File: src/rtl/anita4_trig_pkg.sv
// Shared types and helpers for the ANITA-4 phi-sector coincidence trigger.
package anita4_trig_pkg;

  localparam int ANITA4_NUM_PHI = 16;
  localparam int ANITA4_NUM_POL = 2;

  // Widest window the popcount helper can count; windows are zero-extended into it.
  localparam int POPCNT_MAX_W = 256;

  typedef enum logic [1:0] {
    ST_IDLE = 2'd0,
    ST_HOLD = 2'd1,
    ST_WAIT = 2'd2
  } trig_state_e;

  // Number of set bits in v; callers place a WIN-wide window in the low bits.
  function automatic int unsigned popcount(input logic [POPCNT_MAX_W-1:0] v);
    int unsigned n;
    n = 0;
    for (int i = 0; i < POPCNT_MAX_W; i++) begin
      n += 32'(v[i]);
    end
    return n;
  endfunction

endpackage

File: src/rtl/anita4_window_coinc.sv
// One polarisation's M-of-WIN windowed coincidence with wrap-around.
// Window i covers sectors i .. i+WIN-1 modulo NUM_PHI; output is registered.
module anita4_window_coinc
  import anita4_trig_pkg::*;
#(
  parameter int NUM_PHI = ANITA4_NUM_PHI,
  parameter int WIN     = 2,
  parameter int TH_W    = $clog2(WIN + 1)
) (
  input  logic               clk250_i,
  input  logic               rst_n_i,
  input  logic [NUM_PHI-1:0] hq_i,
  input  logic [TH_W-1:0]    thresh_i,
  output logic [NUM_PHI-1:0] coinc_o
);

  logic [NUM_PHI-1:0]      coinc_d;
  logic [NUM_PHI-1:0]      coinc_q;
  logic [POPCNT_MAX_W-1:0] win_v;
  int unsigned             thr_eff;

  // Count hits in each wrapped window and compare against the threshold (0 acts as 1).
  always_comb begin
    coinc_d = '0;
    win_v   = '0;
    thr_eff = (thresh_i == '0) ? 32'd1 : 32'(thresh_i);
    for (int i = 0; i < NUM_PHI; i++) begin
      win_v = '0;
      for (int j = 0; j < WIN; j++) begin
        win_v[j] = hq_i[(i + j) % NUM_PHI];
      end
      coinc_d[i] = (popcount(win_v) >= thr_eff);
    end
  end

  // Stage 2 boundary: register the coincidence bits.
  always_ff @(posedge clk250_i or negedge rst_n_i) begin
    if (!rst_n_i) begin
      coinc_q <= '0;
    end else begin
      coinc_q <= coinc_d;
    end
  end

  assign coinc_o = coinc_q;

endmodule

File: src/rtl/anita4_coinc_trigger.sv
// ANITA-4 TURF phi-sector coincidence trigger: masking, windowed coincidence,
// trigger FSM with holdoff and a valid/ready pattern hand-off.
// Optional feature macro: ANITA4_COINC_DEADTIME_EN adds clr_i / dead_o deadtime counter.
module anita4_coinc_trigger
  import anita4_trig_pkg::*;
#(
  parameter int NUM_PHI = ANITA4_NUM_PHI,
  parameter int NUM_POL = ANITA4_NUM_POL,
  parameter int WIN     = 2,
  parameter int HOLD_W  = 8
) (
  input  logic                       clk250_i,
  input  logic                       rst_n_i,
  input  logic [NUM_POL*NUM_PHI-1:0] phi_i,
  input  logic [NUM_POL*NUM_PHI-1:0] mask_i,
  input  logic [$clog2(WIN+1)-1:0]   thresh_i,
  input  logic [HOLD_W-1:0]          holdoff_i,
`ifdef ANITA4_COINC_DEADTIME_EN
  input  logic                       clr_i,
  output logic [31:0]                dead_o,
`endif
  output logic                       trig_o,
  output logic [NUM_POL-1:0]         trig_pol_o,
  output logic [NUM_POL*NUM_PHI-1:0] scal_o,
  output logic [NUM_POL*NUM_PHI-1:0] pat_o,
  output logic                       pat_valid_o,
  input  logic                       pat_ready_i
);

  localparam int NB = NUM_POL * NUM_PHI;

  logic [NB-1:0]      phi_p0_q;
  logic [NB-1:0]      hq_p1_q;
  logic [NB-1:0]      coinc_p2_q;
  logic [NUM_POL-1:0] any_p2;

  trig_state_e        state_q, state_d;
  logic [HOLD_W-1:0]  cnt_q, cnt_d;
  logic               trig_q, trig_d;
  logic [NUM_POL-1:0] pol_q, pol_d;
  logic [NB-1:0]      pat_q, pat_d;
  logic               pat_valid_q, pat_valid_d;
  logic               hs;

  // Stage 0/1 boundaries: capture raw hits, then apply the sector mask.
  always_ff @(posedge clk250_i or negedge rst_n_i) begin
    if (!rst_n_i) begin
      phi_p0_q <= '0;
      hq_p1_q  <= '0;
    end else begin
      phi_p0_q <= phi_i;
      hq_p1_q  <= phi_p0_q & ~mask_i;
    end
  end

  // Stage 2: one windowed coincidence block per polarisation.
  for (genvar p = 0; p < NUM_POL; p++) begin : g_pol
    anita4_window_coinc #(
      .NUM_PHI (NUM_PHI),
      .WIN     (WIN),
      .TH_W    ($clog2(WIN + 1))
    ) u_win (
      .clk250_i (clk250_i),
      .rst_n_i  (rst_n_i),
      .hq_i     (hq_p1_q[p*NUM_PHI +: NUM_PHI]),
      .thresh_i (thresh_i),
      .coinc_o  (coinc_p2_q[p*NUM_PHI +: NUM_PHI])
    );
  end

  // Stage 3: per-polarisation OR of the coincidence bits.
  always_comb begin
    any_p2 = '0;
    for (int p = 0; p < NUM_POL; p++) begin
      any_p2[p] = |coinc_p2_q[p*NUM_PHI +: NUM_PHI];
    end
  end

  // Trigger FSM next state: a handshake in this cycle counts as the pattern being consumed.
  always_comb begin
    state_d     = state_q;
    cnt_d       = cnt_q;
    trig_d      = 1'b0;
    pol_d       = '0;
    pat_d       = pat_q;
    pat_valid_d = pat_valid_q;
    hs          = pat_valid_q & pat_ready_i;
    if (hs) begin
      pat_valid_d = 1'b0;
    end
    case (state_q)
      ST_IDLE: begin
        if (|any_p2) begin
          trig_d      = 1'b1;
          pol_d       = any_p2;
          pat_d       = coinc_p2_q;
          pat_valid_d = 1'b1;
          cnt_d       = (holdoff_i == '0) ? HOLD_W'(1) : holdoff_i;
          state_d     = ST_HOLD;
        end
      end
      ST_HOLD: begin
        cnt_d = cnt_q - 1'b1;
        if (cnt_q <= HOLD_W'(1)) begin
          state_d = (!pat_valid_q || hs) ? ST_IDLE : ST_WAIT;
        end
      end
      ST_WAIT: begin
        if (hs) begin
          state_d = ST_IDLE;
        end
      end
      default: begin
        state_d = ST_IDLE;
      end
    endcase
  end

  // Trigger FSM state, holdoff counter, trigger outputs and pattern latch.
  always_ff @(posedge clk250_i or negedge rst_n_i) begin
    if (!rst_n_i) begin
      state_q     <= ST_IDLE;
      cnt_q       <= '0;
      trig_q      <= 1'b0;
      pol_q       <= '0;
      pat_q       <= '0;
      pat_valid_q <= 1'b0;
    end else begin
      state_q     <= state_d;
      cnt_q       <= cnt_d;
      trig_q      <= trig_d;
      pol_q       <= pol_d;
      pat_q       <= pat_d;
      pat_valid_q <= pat_valid_d;
    end
  end

`ifdef ANITA4_COINC_DEADTIME_EN
  logic [31:0] dead_q;

  // Deadtime: clocks spent outside IDLE, saturating; clear wins over increment.
  always_ff @(posedge clk250_i or negedge rst_n_i) begin
    if (!rst_n_i) begin
      dead_q <= '0;
    end else if (clr_i) begin
      dead_q <= '0;
    end else if ((state_q != ST_IDLE) && (dead_q != 32'hFFFF_FFFF)) begin
      dead_q <= dead_q + 32'd1;
    end
  end

  assign dead_o = dead_q;
`endif

  assign trig_o      = trig_q;
  assign trig_pol_o  = pol_q;
  assign scal_o      = coinc_p2_q;
  assign pat_o       = pat_q;
  assign pat_valid_o = pat_valid_q;

endmodule
File: config.mk
export PLATFORM = sky130hd
export DESIGN_NAME = anita4_coinc_trigger
export DESIGN_NICKNAME = d
export VERILOG_FILES = /design/src/rtl/anita4_trig_pkg.sv /design/src/rtl/anita4_window_coinc.sv /design/src/rtl/anita4_coinc_trigger.sv
export SDC_FILE = /design/constraint.sdc
export NUM_CORES = 1
export LEC_CHECK = 0
export ABC_AREA = 1
export BUFFER_PORTS_ARGS = -buffer_cell sky130_fd_sc_hd__buf_2
export CAP_MARGIN = 10
export CORE_ASPECT_RATIO = 0.5
export CORE_MARGIN = 2
export CORE_UTILIZATION = 31
export CTS_CLUSTER_DIAMETER = 100
export DETAILED_ROUTE_END_ITERATION = 7
export PLACE_DENSITY = 0.53
export SKIP_LAST_GASP = 1
export SYNTH_ARGS = -nofsm -noshare
export SYNTH_HDL_FRONTEND = slang
export SYNTH_SLANG_ARGS = --single-unit --ignore-timing --ignore-initial --compat-mode --unroll-limit 50000
export TNS_END_PERCENT = 5
File: constraint.sdc
create_clock -name clk250_i -period 3.6 [get_ports clk250_i]
set_input_delay 0.18 -clock clk250_i [delete_from_list [all_inputs] [get_ports clk250_i]]
set_output_delay 0.18 -clock clk250_i [all_outputs]
set_load 0.01 [all_outputs]
==> flow_summary.ini <==
[hold_path]
min_path_cells = 5
min_path_type = input port to flip-flop

[timing]
maxSlewViolCount = 0
post-route-min-period_ns = 2.181
fin_hold_ws_ns = 0.07141
min_period_over_period = 0.6059
tns_ns = 0
hold_viol = 0
tightest_slew_ns = 0.8862
rsz0062_at_grt = no
relSlewSlack = 0.4092
clock.fmax_mhz = 458.4
clock_skew_ns = 0.006373
setup_viol = 0

[pwr]
pwr-share-clk = 0.358
p_leak_nw = 5.129
p_comb_frac = 0.252
p_seq_frac = 0.390
ir_worst_vdd_mv = 0.2682
switching_share = 0.3198
power_density_nw_per_um2 = 598.7
p_sw_w = 0.001724
intPower_w = 0.003666

[place]
gp_congestion = 0.7730
dp.final_hpwl_um = 10380
portBuffers = 144
placed_cell_area_sq_um = 7707

[finish]
design_area_sq_um = 9002
fin_util = 0.4321
fill_cells = 2019
syn_to_final_growth_pct = 34.66
diodes = 0
regArea_sq_um = 3553
fin_nets = 1100
final_cell_mix = nand2_1 (176), inv_1 (147), buf_2 (143), dfrtp_1 (142), ha_1 (98)
layout_commonest_cell = nand2_1
final_layout_size_suffix_gt1_frac = 0.1966
multi_input_area_sq_um = 2501

[worst_setup_path]
startpoint_type = flip-flop
path_cells = nor2_1, nand2_1, nor2_1, nand2_1, nand2_2, nand2_4, inv_4, o21ai_0
rr_worst_depth = 8
required_ns = 3.89
critPathArrivalTime_ns = 2.47
slowest_stage = inv_4
cp.depth = 8
endpoint_kind = flip-flop
cp_max_fo = 34
crit_buf_inv = 1
slowest_delay_ns = 0.44
critPathTopFamily = simple AND/OR/NAND/NOR gates
worst-setup-path-type = flip-flop to flip-flop

[floorplanning]
fp.coreArea_sq_um = 20830
die_h_um = 107.8
fp-row-count = 37
die_w_um = 211.7
io_pins = 145
start_util = 0.3209
dieArea_sq_um = 22830

[routing]
drc = 0
routedWlPerCell_um = 12.68
first_iter_violations = 214
ant_nets = 0
wl_um = 15330
post_drt_via_cell_ratio = 4.188
num_vias = 5063
dr.pass1.iters = 4

[yosys]
synthesis.nets = 877
yosysTopAreaCell = dfrtp_1
synth_seq_cells = 142
synth_top_area_share = 0.5315
netlist-cell-type-count = 24
synth_area_leaders = dfrtp_1 (53%), ha_1 (18%), nand2_1 (9.9%)
yosysSeqAreaShare = 0.5315
yosysWarnings = 0
synth_cells = 702
synth_area_sq_um = 6685
syn_area_per_cell_sq_um = 9.523

[global_routing]
grt_pass1_vias = 5348
grt_max_degree = 95
antenna_found_initial = 0
grt_pass1_wl_um = 25790
track_usage = 0.1478
gr-total-overflow = 0

[clock_network]
htree_levels = 4
cts-root-buf = clkbuf_16
cts_buffer_depth = 2
cts_buffers = 17
cts_resized = 0
cts_tree = yes
cts_sinks = 142
clkTransAtPathRegs_ns = 0.06
clk_latency_ns = 0.43

[job]
cap_violations = 0

[run_status]
status = finished clean
power groups by stage:
stage          Sequential, W  Clock (W)  Combinational, W
2_1_floorplan        0.00220          0          0.000757
3_5_place_dp         0.00213          0           0.00133
3_3_place_gp         0.00212          0           0.00130
4_1_cts              0.00210    0.00198           0.00139
6_report             0.00210    0.00193           0.00136
5_1_grt              0.00214    0.00205           0.00158
cell families (layout without fill, tap and decap cells):
kind of cell | after synthesis | after routing | synth area share
flops | 142 | 142 | 0.5315
simple gates | 259 | 259 | 0.1553
fa+ha+maj | 98 | 98 | 0.1834
buf+inv | 158 | 392 | 0.09433
compound gates | 45 | 45 | 0.03537
path summary, 6_finish.rpt:
kind                                                startpoint                                   to  slack [ns]
max reg2reg                g_pol[0].u_win.coinc_o[3]$_DFF_PN0_                pat_valid_o$_DFF_PN0_        1.42
max in group asynchronous                              rst_n_i               phi_p0_q[22]$_DFF_PN0_        2.28
min in group asynchronous                              rst_n_i  g_pol[0].u_win.coinc_o[0]$_DFF_PN0_        0.41
max                        g_pol[0].u_win.coinc_o[3]$_DFF_PN0_                pat_valid_o$_DFF_PN0_        1.42
min                                               holdoff_i[2]                 cnt_q[2]$_DFFE_PN0P_        0.07
min reg2reg                             phi_p0_q[11]$_DFF_PN0_                hq_p1_q[11]$_DFF_PN0_        0.45
routing by layer:
layer	vias to the layer above	part of all wire	global-route usage
met3	19	0.031	0.04142
met5	-	0	0
met4	0	0.015	0.05382
met2	64	0.51	0.2587
li1	2596	-	-
met1	2384	0.45	0.1743
synthesized netlist by cell type:
| master | n |
|---|---|
| buf_6 | 3 |
| ha_1 | 98 |
| nand3_1 | 8 |
| nand2_1 | 176 |
| o211ai_1 | 1 |
| or2_2 | 1 |
| a21oi_1 | 1 |
| nor2_4 | 1 |
| inv_2 | 1 |
| o21ai_1 | 1 |
| inv_1 | 147 |
| a22oi_1 | 1 |
| buf_2 | 4 |
| nor2_1 | 61 |
| o2111ai_1 | 1 |
| nand3_4 | 1 |
| o21a_1 | 1 |
| nand4_1 | 8 |
| o21ai_0 | 39 |
| inv_4 | 1 |
| buf_4 | 2 |
| nand2_4 | 1 |
| nand2_2 | 2 |
| dfrtp_1 | 142 |
layout make-up:
type | instances | area share
Clock buffer | 19 | 0.04920
Clock inverter | 11 | 0.02126
Inverter | 149 | 0.06240
Multi-Input combinational cell | 402 | 0.2778
Sequential cell | 142 | 0.3947
Tap cell | 273 | 0.03794
Timing Repair Buffer | 213 | 0.1566
per-stage QoR:
| stage | setup slack, ns | std cells | total power, W |
|---|---|---|---|
| finish | 1.419 | 1209 | 0.005390 |
| global route | 1.161 | 1209 | 0.005770 |
| CTS | 1.359 | 1209 | 0.005478 |
| detailed placement | 1.319 | 1113 | 0.003460 |
| global placement | 1.361 | 1113 | 0.003425 |
| floorplan | 1.623 | 702 | 0.002952 |
worst reg2reg max path: stages (launching register included):
cell and delay [ns]:
dfrtp_1 0.42, nor2_1 0.12, nand2_1 0.07, nor2_1 0.09
nand2_1 0.13, nand2_2 0.26, nand2_4 0.34, inv_4 0.45
o21ai_0 0.16
repair_timing:
item / CTS / global route
endpoints found under the setup margin: 0 / 0
setup buffers: 0 / 0
hold buffers: 66 / 0
hold endpoints to repair: 157 / 0
state kept, by name, summed over array words and instances (netlist names):
signal / count
hq_p1_q: 32
pat_o: 32
trig_pol_o: 2
state_q: 2
g_pol.u_win.coinc_o: 32
cnt_q: 8
pat_valid_o: 1
trig_o: 1
phi_p0_q: 32
Note: power is estimated with default switching activity, not from simulation.
